===== src/rtl/pcie_detect_ctrl.sv =====
// ============================================================================
// Module   : pcie_detect_ctrl
// Brief    : LTSSM Detect sequencer (Quiet / Active / single retry) with
//            receiver-detect handshake, watchdog and detected-lane hand-off.
// Revision : 1.0 - initial release
// ============================================================================
`default_nettype none

module pcie_detect_ctrl #(
    parameter int NUM_LANES         = 4,
    parameter int RXDET_TIMEOUT_CYC = 64
) (
    input  logic                 clk_i,
    input  logic                 rst_ni,
    input  logic                 ltssm_en_i,
    input  logic [NUM_LANES-1:0] eidle_exit_i,
    input  logic                 timer_expired_i,
    output logic                 timer_en_o,
    output logic                 rxdet_req_o,
    input  logic                 rxdet_done_i,
    input  logic [NUM_LANES-1:0] rxdet_present_i,
    output logic [NUM_LANES-1:0] lanes_active_o,
    output logic                 detect_done_o,
    output logic [2:0]           state_o
);

    localparam int CNT_W = (RXDET_TIMEOUT_CYC > 1) ? $clog2(RXDET_TIMEOUT_CYC) : 1;
    localparam logic [CNT_W-1:0] WD_LAST = CNT_W'(RXDET_TIMEOUT_CYC - 1);

    typedef enum logic [2:0] {
        ST_IDLE       = 3'd0,
        ST_QUIET      = 3'd1,
        ST_ACTIVE1    = 3'd2,
        ST_RETRY_WAIT = 3'd3,
        ST_ACTIVE2    = 3'd4,
        ST_DONE       = 3'd5
    } state_t;

    state_t               state_q, state_d;
    logic [CNT_W-1:0]     wd_cnt_q;
    logic [NUM_LANES-1:0] retry_mask_q, retry_mask_d;
    logic [NUM_LANES-1:0] lanes_q;
    logic                 timer_en_q, rxdet_req_q, done_q;
    logic                 wd_timeout;

    // A done strobe in the timeout cycle is evaluated first, so it wins.
    assign wd_timeout = (wd_cnt_q == WD_LAST);

    always_comb begin
        state_d      = state_q;
        retry_mask_d = retry_mask_q;
        case (state_q)
            ST_IDLE:       state_d = ST_QUIET;
            ST_QUIET: begin
                if (timer_expired_i || (|eidle_exit_i))
                    state_d = ST_ACTIVE1;
            end
            ST_ACTIVE1: begin
                if (rxdet_done_i) begin
                    if (&rxdet_present_i) begin
                        state_d = ST_DONE;
                    end else if (rxdet_present_i == '0) begin
                        state_d = ST_QUIET;
                    end else begin
                        state_d      = ST_RETRY_WAIT;
                        retry_mask_d = rxdet_present_i;
                    end
                end else if (wd_timeout) begin
                    state_d = ST_QUIET;
                end
            end
            ST_RETRY_WAIT: begin
                if (timer_expired_i)
                    state_d = ST_ACTIVE2;
            end
            ST_ACTIVE2: begin
                if (rxdet_done_i && (rxdet_present_i == retry_mask_q)
                    && (rxdet_present_i != '0)) begin
                    state_d = ST_DONE;
                end else if (rxdet_done_i || wd_timeout) begin
                    state_d      = ST_QUIET;
                    retry_mask_d = '0;
                end
            end
            ST_DONE:       state_d = ST_DONE;
            default:       state_d = ST_IDLE;
        endcase
        if (!ltssm_en_i) begin
            state_d      = ST_IDLE;
            retry_mask_d = retry_mask_q;
        end
    end

    // Outputs are registered from the next state so they line up with state_q.
    always_ff @(posedge clk_i or negedge rst_ni) begin
        if (!rst_ni) begin
            state_q      <= ST_IDLE;
            wd_cnt_q     <= '0;
            retry_mask_q <= '0;
            lanes_q      <= '0;
            timer_en_q   <= 1'b0;
            rxdet_req_q  <= 1'b0;
            done_q       <= 1'b0;
        end else begin
            state_q      <= state_d;
            retry_mask_q <= retry_mask_d;
            timer_en_q   <= (state_d == ST_QUIET) || (state_d == ST_RETRY_WAIT);
            rxdet_req_q  <= (state_d == ST_ACTIVE1) || (state_d == ST_ACTIVE2);
            done_q       <= (state_d == ST_DONE);
            if ((state_q == ST_ACTIVE1) || (state_q == ST_ACTIVE2))
                wd_cnt_q <= wd_cnt_q + 1'b1;
            else
                wd_cnt_q <= '0;
            if ((state_d == ST_DONE) && (state_q != ST_DONE))
                lanes_q <= rxdet_present_i;
            else if ((state_q == ST_DONE) && (state_d != ST_DONE))
                lanes_q <= '0;
        end
    end

    assign timer_en_o     = timer_en_q;
    assign rxdet_req_o    = rxdet_req_q;
    assign detect_done_o  = done_q;
    assign lanes_active_o = lanes_q;
    assign state_o        = state_q;

endmodule

`default_nettype wire


===== config.mk =====
export PLATFORM = sky130hd
export DESIGN_NAME = pcie_detect_ctrl
export DESIGN_NICKNAME = d
export VERILOG_FILES = /design/src/rtl/pcie_detect_ctrl.sv
export SDC_FILE = /design/constraint.sdc
export NUM_CORES = 1
export LEC_CHECK = 0
export BUFFER_PORTS_ARGS = -buffer_cell sky130_fd_sc_hd__buf_2
export CAP_MARGIN = 10
export CORE_MARGIN = 5
export CORE_UTILIZATION = 55
export DETAILED_ROUTE_END_ITERATION = 6
export MAX_ROUTING_LAYER = met4
export PLACE_DENSITY = 0.81
export SYNTH_ARGS = -nofsm -noshare
export SYNTH_HDL_FRONTEND = slang
export SYNTH_SLANG_ARGS = --single-unit

===== constraint.sdc =====
create_clock -name clk_i -period 4.3 [get_ports clk_i]
set_input_delay 0.86 -clock clk_i [delete_from_list [all_inputs] [get_ports clk_i]]
set_output_delay 0.86 -clock clk_i [all_outputs]
set_load 0.005 [all_outputs]

==> out/results.ini, run 1 <==
[outcome]
status = complete, no violations

[yosys]
yosysMostFrequentCell = dfrtp_1
synth.area.top_cells = dfrtp_1, nand2_1, xnor2_1
synth-edff-count = 0
yosys_most_used_dff = dfrtp_1
ys_types = 33
post_synth.cell_area_avg_sq_um = 10.28
synth_fp_nets = 115
synth_area_sq_um = 1028
ys_warn_count = 0
ys_seq_area_frac = 0.4866
netlist_instances = 100
synth_area_leader_cell = dfrtp_1
async_flop_share = 1.000
postSynthRegisterBits = 20
netlist_top_cells_count = dfrtp_1, nand2_1, nor2_1
yosysTopAreaCellShare = 0.4866

[finish]
drive_gt1_frac = 0.2800
utilization = 0.6882
fin_cells = 150
n_antenna_cell = 0
synthToLayoutAreaGrowth_pct = 16.79
finalNetCount = 141
design_area_sq_um = 1201

[sta]
setup_viol = 0
finalClockSkew_ns = 0.003578
finalCriticalPeriod_ns = 2.408
max_clock_freq_mhz = 415.3
fin_ws_ns = 1.892
slew_headroom = 0.6878
slew_violations = 0
fin_tns_setup_ns = 0
rsz0062_at_grt = no
hold_slack_ns = 0.4692
hold_viol = 0
worstMarginPinSlew_ns = 0.4672
period_share = 0.5600

[placed_design]
port_buffers = 22
place_congestion = 0.8082
dp.cells = 146
dpl_cell_area_sq_um = 1165
dp_slack_ns = 1.577
dp_hpwl_microns = 1549

[route]
dr.pass1.iters = 4
ant_nets = 0
wl_per_cell_microns = 12.81
vias_per_cell = 5.333
first_iter_violations = 14
num_vias = 800
drc = 0
wl_microns = 1922

[worst_hold_path]
min-delay-path-class = flop to flop

[power]
ir_drop_v = 0.0002760
switching_share = 0.2737
power_frac_comb = 0.201
net-switching-power_uw = 114.5
internal-power_uw = 304.0
total_power_uw = 418.5
power_frac_seq = 0.550
powerDensity_nw_per_um2 = 348.4
clkPwrFrac = 0.249
p_leak_nw = 0.5686

[floorplan]
rows = 15
die-height_microns = 53.25
die_w_microns = 53.25
floorplan.io_pins = 23
start_util = 0.5892
core_area_sq_um = 1745
dieArea_sq_um = 2835

[clock_tree]
cts_sinks = 20
hold_buffers = 0
clock_latency_ns = 0.29
postCtsSetupBuffers = 0
post_cts_resized = 0
max-clock-path-buffers = 2
numCtsBuffers = 3
ctsHtreeMaxLevel = 1
tritoncts = built
cts_root_buf = clkbuf_4
clk_pin_slew_ns = 0.10

[worst_setup_path]
crit_fanout = 8
worstPathArrival_ns = 2.59
critPathKind = input pin to flop
cp-start-kind = input pin
required_ns = 4.48
cp-end-kind = flop

[flow_run]
cap_violations = 0

[grt]
track_usage = 0.1661
grt_max_degree = 21
grt_pass1_vias = 752
grt_pass1_wl_microns = 3332
overflow = 0
grt_antenna_before_repair = 0

per-layer routing:
layer / part of all wire / track usage / vias to the layer above
met5: 0 / - / -
met4: 0.0078 / 0.06383 / 0
met3: 0.042 / 0.02817 / 2
li1: - / - / 405
met1: 0.47 / 0.2216 / 378
met2: 0.48 / 0.2510 / 15
kinds of logic after synthesis:
kind of cell,after synthesis,synth area share
AND/OR/NAND/NOR,48,0.2798
flip-flops,20,0.4866
AO/OA/AOI/OAI,19,0.1290
XOR/XNOR,8,0.06813
buffers and inverters,3,0.01216
adder cells (fa/ha/maj),2,0.02433
power groups by stage:
stage | clock, mW | combinational, mW | sequential, mW
after floorplan | 0 | 0.0601 | 0.229
after global placement | 0 | 0.0843 | 0.232
after detailed placement | 0 | 0.0851 | 0.234
after CTS | 0.108 | 0.0859 | 0.230
after global routing | 0.120 | 0.0960 | 0.233
final | 0.104 | 0.0842 | 0.230
cells in the final DEF, fill, tap and decap left out, types with 3 or more instances in the layout:
| cell type | count |
|---|---|
| dfrtp_1 | 20 |
| nand2_1 | 17 |
| xnor2_1 | 5 |
| o21ai_0 | 8 |
| clkbuf_4 | 3 |
| nor2_1 | 11 |
| a22o_1 | 4 |
| xor2_1 | 3 |
| and3_1 | 3 |
| buf_2 | 22 |
critical path: stages:
cell and delay [ns]:
buf_2 0.13, or4_4 0.56, nand4_2 0.10, and3_1 0.18, and3b_1 0.19, ha_1 0.38, nand2_1 0.10, o21ai_0 0.08
registers in the layout, summed over array words and instances, names as in the netlist:
name / flops
retry_mask_q: 4
state_o: 3
lanes_active_o: 4
rxdet_req_o: 1
timer_en_o: 1
detect_done_o: 1
wd_cnt_q: 6
worst paths after layout:
kind                                            start                       endpoint  slack [ns]  cells after the start
worst max-delay path               rxdet_present_i[0]  lanes_active_o[3]$_DFFE_PN0P_        1.89                      8
worst min-delay path            wd_cnt_q[0]$_DFF_PN0_          wd_cnt_q[0]$_DFF_PN0_        0.47                      1
worst max register to register  wd_cnt_q[0]$_DFF_PN0_  lanes_active_o[3]$_DFFE_PN0P_        2.02                      9
worst min register to register  wd_cnt_q[0]$_DFF_PN0_          wd_cnt_q[0]$_DFF_PN0_        0.47                      1
max in group asynchronous                      rst_ni          wd_cnt_q[4]$_DFF_PN0_        3.51                      1
min in group asynchronous                      rst_ni  lanes_active_o[1]$_DFFE_PN0P_        0.49                      1
area by class of cell:
cell class / instances / area [sq um]
Clock buffer: 4 / 36.28
Fill cell: 141 / 544.3
Inverter: 2 / 7.507
Multi-Input combinational cell: 77 / 515.5
Sequential cell: 20 / 500.5
Tap cell: 25 / 31.28
Timing Repair Buffer: 22 / 110.1
Note: power is estimated with default switching activity, not from simulation.
==> run 2, diff against run 1 <==
--- a/config.mk
+++ b/config.mk
@@ -5,13 +5,14 @@
 export SDC_FILE = /design/constraint.sdc
 export NUM_CORES = 1
 export LEC_CHECK = 0
+export ABC_AREA = 1
 export BUFFER_PORTS_ARGS = -buffer_cell sky130_fd_sc_hd__buf_2
 export CAP_MARGIN = 10
 export CORE_MARGIN = 5
-export CORE_UTILIZATION = 55
+export CORE_UTILIZATION = 53
 export DETAILED_ROUTE_END_ITERATION = 6
 export MAX_ROUTING_LAYER = met4
-export PLACE_DENSITY = 0.81
+export PLACE_DENSITY = 0.78
 export SYNTH_ARGS = -nofsm -noshare
 export SYNTH_HDL_FRONTEND = slang
 export SYNTH_SLANG_ARGS = --single-unit
==> constraint.sdc (replaced) <==
create_clock -name clk_i -period 2.4 [get_ports clk_i]
set_input_delay 0.48 -clock clk_i [delete_from_list [all_inputs] [get_ports clk_i]]
set_output_delay 0.48 -clock clk_i [all_outputs]
set_load 0.005 [all_outputs]
==> out/results.ini, run 2 <==
[sta]
setup_viol = 0
finalClockSkew_ns = 0.002008
finalCriticalPeriod_ns = 2.092
max_clock_freq_mhz = 478.0
period_share = 0.8717
rsz0062_at_grt = no
worstMarginPinSlew_ns = 0.4341
hold_viol = 0
fin_tns_setup_ns = 0
slew_headroom = 0.7106
slew_violations = 0

[yosys]
synth-edff-count = 0
netlist_instances = 142
synth_fp_nets = 157
synth_area_leader_cell = dfrtp_1
ys_seq_area_frac = 0.4479
netlist_top_cells_count = nand2_1, dfrtp_1, inv_1
yosysMostFrequentCell = nand2_1
async_flop_share = 1.000
ys_types = 28
yosysTopAreaCellShare = 0.4479
postSynthRegisterBits = 20
ys_warn_count = 0
post_synth.cell_area_avg_sq_um = 7.868
synth_area_sq_um = 1117
yosys_most_used_dff = dfrtp_1
synth.area.top_cells = dfrtp_1, nand2_1, nand3_1

[finish]
final_common_cell = nand2_1
layout_common_cells = nand2_1, buf_2, dfrtp_1
n_antenna_cell = 0
design_area_sq_um = 1276
nFillCells = 171
synthToLayoutAreaGrowth_pct = 14.22
largest_reg_flops = 6
drive_gt1_frac = 0.2349
finalNetCount = 183
top_register = wd_cnt_q

[clock_tree]
max-clock-path-buffers = 2
tritoncts = built
hold_buffers = 0
cts_sinks = 20
clock_latency_ns = 0.30
cts_root_buf = clkbuf_4
numCtsBuffers = 3
ctsHtreeMaxLevel = 1
clk_pin_slew_ns = 0.10
post_cts_resized = 0
postCtsSetupBuffers = 0

[worst_setup_path]
required_ns = 2.64
crit_fanout = 5
cp-end-kind = flop
critPathKind = flop to flop
cp-start-kind = flop
worstPathArrival_ns = 2.34

[power]
powerDensity_nw_per_um2 = 625.4
net-switching-power_uw = 269.7
power_frac_seq = 0.532
power_frac_comb = 0.272
switching_share = 0.3379
clkPwrFrac = 0.195
ir_drop_v = 0.0003604
internal-power_uw = 528.5
p_leak_nw = 0.7015

[floorplan]
floorplan.io_pins = 23
rows = 16
dieArea_sq_um = 3126
core_area_sq_um = 1982
die-height_microns = 55.92
die_w_microns = 55.92
start_util = 0.5638

[grt]
grt_max_degree = 21
track_usage = 0.1561
grt_pass1_wl_microns = 3850
grt_antenna_before_repair = 0
overflow = 0
grt_pass1_vias = 897

[route]
num_vias = 966
wl_microns = 2193
wl_per_cell_microns = 11.36
ant_nets = 0
dr.pass1.iters = 4
first_iter_violations = 33
drc = 0
vias_per_cell = 5.005

[flow_run]
cap_violations = 0

[placed_design]
dp_hpwl_microns = 1729
dpl_cell_area_sq_um = 1254
port_buffers = 22
place_congestion = 0.9115

[worst_hold_path]
min-delay-path-class = input pin to asynchronous set/reset pin

[outcome]
status = complete, no violations

run 2: power by group through the flow:
stage | clock network, mW | logic, mW | registers [mW]
floorplan | 0 | 0.163 | 0.421
global placement | 0 | 0.212 | 0.429
detailed placement | 0 | 0.220 | 0.431
CTS | 0.160 | 0.221 | 0.424
global route | 0.175 | 0.253 | 0.434
finish | 0.156 | 0.217 | 0.425
run 2: stage by stage:
step                      hold slack [ns]  setup WS (ns)  utilization  power (mW)  cells
after floorplan                    0.1844         0.5906            -      0.5837    142
after global placement             0.4388         0.4264       0.6326      0.6403    190
after detailed placement           0.4499         0.3366       0.6326      0.6508    190
after CTS                          0.1219         0.3009       0.6439      0.8042    193
after global routing               0.1324        0.03386       0.6439      0.8622    193
final                              0.1047         0.3079       0.6439      0.7981    193
run 2: worst paths after layout:
kind	depth (start not counted)	slack [ns]	end	from
hold reg to reg	1	0.46	wd_cnt_q[0]$_DFF_PN0_	wd_cnt_q[0]$_DFF_PN0_
hold / removal	1	0.10	lanes_active_o[3]$_DFFE_PN0P_	rst_ni
setup / recovery	15	0.31	lanes_active_o[3]$_DFFE_PN0P_	wd_cnt_q[0]$_DFF_PN0_
max in group asynchronous	1	2.00	state_o[0]$_DFF_PN0_	rst_ni
min in group clk_i	3	0.44	state_o[2]$_DFF_PN0_	ltssm_en_i
setup reg to reg	15	0.31	lanes_active_o[3]$_DFFE_PN0P_	wd_cnt_q[0]$_DFF_PN0_
run 2: routing by layer:
metal  routed length [microns]  up-vias  GRT usage
met4                        40        0    0.07797
met1                       995      431     0.1905
li1                          -      503          -
met3                       124        4    0.03016
met2                      1032       28     0.2466
met5                         0        -          -
run 2: final cells by class:
| cell class | count | area (sq um) | share of cell area |
|---|---|---|---|
| Clock buffer | 3 | 22.52 | 0.01765 |
| Inverter | 22 | 86.33 | 0.06765 |
| Multi-Input combinational cell | 99 | 523.0 | 0.4098 |
| Sequential cell | 20 | 500.5 | 0.3922 |
| Tap cell | 27 | 33.78 | 0.02647 |
| Timing Repair Buffer | 22 | 110.1 | 0.08628 |
run 2: kinds of logic after synthesis:
kind of cell             after synthesis  synth area share
AO/OA/AOI/OAI                         17           0.08399
XOR/XNOR                               1          0.007840
adder cells (fa/ha/maj)                2           0.02239
buffers and inverters                 23           0.08399
flip-flops                            20            0.4479
AND/OR/NAND/NOR                       79            0.3539
run 2: critical path, stage by stage, from the launching register on:
cell and delay [ns]:
dfrtp_1 0.38, ha_1 0.18, nand2_1 0.07, nor2_2 0.11
nand2_1 0.12, nand3_1 0.10, nand2_1 0.06, nand2_1 0.06
nand2_1 0.05, nand2_1 0.11, nand2_1 0.07, nor2_1 0.14
ha_1 0.30, inv_1 0.13, nand3_1 0.09, nand2_1 0.07
==> run 3, diff against run 2 <==
--- a/config.mk
+++ b/config.mk
@@ -8,11 +8,11 @@
 export ABC_AREA = 1
 export BUFFER_PORTS_ARGS = -buffer_cell sky130_fd_sc_hd__buf_2
 export CAP_MARGIN = 10
-export CORE_MARGIN = 5
-export CORE_UTILIZATION = 53
+export CORE_UTILIZATION = 25
 export DETAILED_ROUTE_END_ITERATION = 6
 export MAX_ROUTING_LAYER = met4
-export PLACE_DENSITY = 0.78
+export PLACE_DENSITY = 0.43
+export SKIP_LAST_GASP = 1
 export SYNTH_ARGS = -nofsm -noshare
 export SYNTH_HDL_FRONTEND = slang
 export SYNTH_SLANG_ARGS = --single-unit
==> out/results.ini, run 3 (same netlist as run 2, synthesis figures left out) <==
[outcome]
status = complete, no violations

[finish]
utilization = 0.3267
largest_reg_flops = 6
finalNetCount = 183
final_common_cell = nand2_1
drive_gt1_frac = 0.2395
layout_common_cells = nand2_1, buf_2, dfrtp_1
nFillCells = 472
top_register = wd_cnt_q
design_area_sq_um = 1354
fin_cells = 217
n_antenna_cell = 0
synthToLayoutAreaGrowth_pct = 21.16

[placed_design]
dp_hpwl_microns = 1942
dpl_cell_area_sq_um = 1282
place_congestion = 0.8319
dp.cells = 213
dp_slack_ns = 0.3456
port_buffers = 22

[route]
wl_per_cell_microns = 11.57
vias_per_cell = 4.488
num_vias = 974
dr.pass1.iters = 4
wl_microns = 2511
ant_nets = 0
drc = 0
first_iter_violations = 69

[worst_setup_path]
critPathKind = flop to flop
cp-end-kind = flop
path_cells = ha_1 -> nand2_1 -> nor2_2 -> nand2_1 -> nand3_1 -> nand2_1 -> nand2_1 -> nand2_1 -> nand2_1 -> nand2_1 -> nor2_1 -> ha_1 -> inv_1 -> nand3_1 -> nand2_1
crit_fanout = 5
cp-start-kind = flop
cpMostUsedCell = nand2_1
worstReg2RegEnd = lanes_active_o[3]$_DFFE_PN0P_
required_ns = 2.60
worstPathArrival_ns = 2.26
cpPeakStageDelay_ns = 0.37
reg2reg_depth = 15
slowest_stage = dfrtp_1
r2r_setup_slack_ns = 0.34
rr_startpoint = wd_cnt_q[0]$_DFF_PN0_

[clock_tree]
clk_pin_slew_ns = 0.08
post_cts_resized = 0
numCtsBuffers = 3
cts_root_buf = clkbuf_8
postCtsSetupBuffers = 0
ctsHtreeMaxLevel = 1
clock_latency_ns = 0.26
hold_buffers = 0
cts_sinks = 20
max-clock-path-buffers = 2
tritoncts = built

[grt]
grt_max_degree = 21
grt_antenna_before_repair = 0
grt_pass1_vias = 912
overflow = 0
track_usage = 0.1272
grt_pass1_wl_microns = 4229

[sta]
period_share = 0.8587
slew_headroom = 0.6820
hold_slack_ns = 0.1667
fin_ws_ns = 0.3392
finalCriticalPeriod_ns = 2.061
worstMarginPinSlew_ns = 0.4770
max_clock_freq_mhz = 485.2
fin_tns_setup_ns = 0
slew_violations = 0
rsz0062_at_grt = no
hold_viol = 0
setup_viol = 0
finalClockSkew_ns = 0.003434

[power]
powerDensity_nw_per_um2 = 725.9
total_power_uw = 982.7
p_leak_nw = 0.7234
ir_drop_v = 0.0002432

[floorplan]
dieArea_sq_um = 4740
die_w_microns = 68.85
core_area_sq_um = 4144
start_util = 0.2696
rows = 23
die-height_microns = 68.85
floorplan.io_pins = 23

[worst_hold_path]
min-delay-path-class = input pin to asynchronous set/reset pin

[flow_run]
cap_violations = 0

==> run 3: cell count changes in the layout (fill, tap and decap cells not counted) <==
| cell | before | now |
|---|---|---|
| clkbuf_4 | 3 | 0 |
| clkbuf_8 | 0 | 3 |
| bufinv_16 | 0 | 1 |
==> run 3: routing by layer <==
metal	vias to the layer above	track usage	wire (microns)
met1	447	0.1687	1220
met2	16	0.1917	1154
li1	506	-	-
met3	5	0.01974	96
met5	-	-	0
met4	0	0.05357	39
==> run 3: power breakdown <==
part	internal, mW	switching, mW	leakage (nW)	total, mW
registers	0.385	0.0400	0.270	0.425
logic	0.0846	0.133	0.418	0.218
clock network	0.223	0.117	0.0357	0.340
==> run 3: how the worst max path moves through the flow <==
stage,startpoint,end,slack (ns)
global placement,state_o[1]$_DFF_PN0_,lanes_active_o[0]$_DFFE_PN0P_,0.38
floorplan,wd_cnt_q[0]$_DFF_PN0_,lanes_active_o[0]$_DFFE_PN0P_,0.59
detailed placement,wd_cnt_q[0]$_DFF_PN0_,lanes_active_o[1]$_DFFE_PN0P_,0.35
global route,wd_cnt_q[0]$_DFF_PN0_,lanes_active_o[1]$_DFFE_PN0P_,0.03
CTS,wd_cnt_q[0]$_DFF_PN0_,lanes_active_o[2]$_DFFE_PN0P_,0.33
finish,wd_cnt_q[0]$_DFF_PN0_,lanes_active_o[3]$_DFFE_PN0P_,0.34
==> run 3: area by class of cell <==
type | instances | area (sq um) | area share
Clock inverter | 1 | 30.03 | 0.02218
Tap cell | 50 | 62.56 | 0.04621
Sequential cell | 20 | 500.5 | 0.3697
Timing Repair Buffer | 22 | 110.1 | 0.08133
Clock buffer | 3 | 41.29 | 0.03050
Inverter | 22 | 86.33 | 0.06377
Multi-Input combinational cell | 99 | 523.0 | 0.3863
==> run 3: critical path, delay by kind of cell (launching register included) <==
family                   cells  cell delay, ns
adder cells (fa/ha/maj)      2            0.50
buffers and inverters        1            0.12
AND/OR/NAND/NOR             12            1.02
flip-flops                   1            0.37
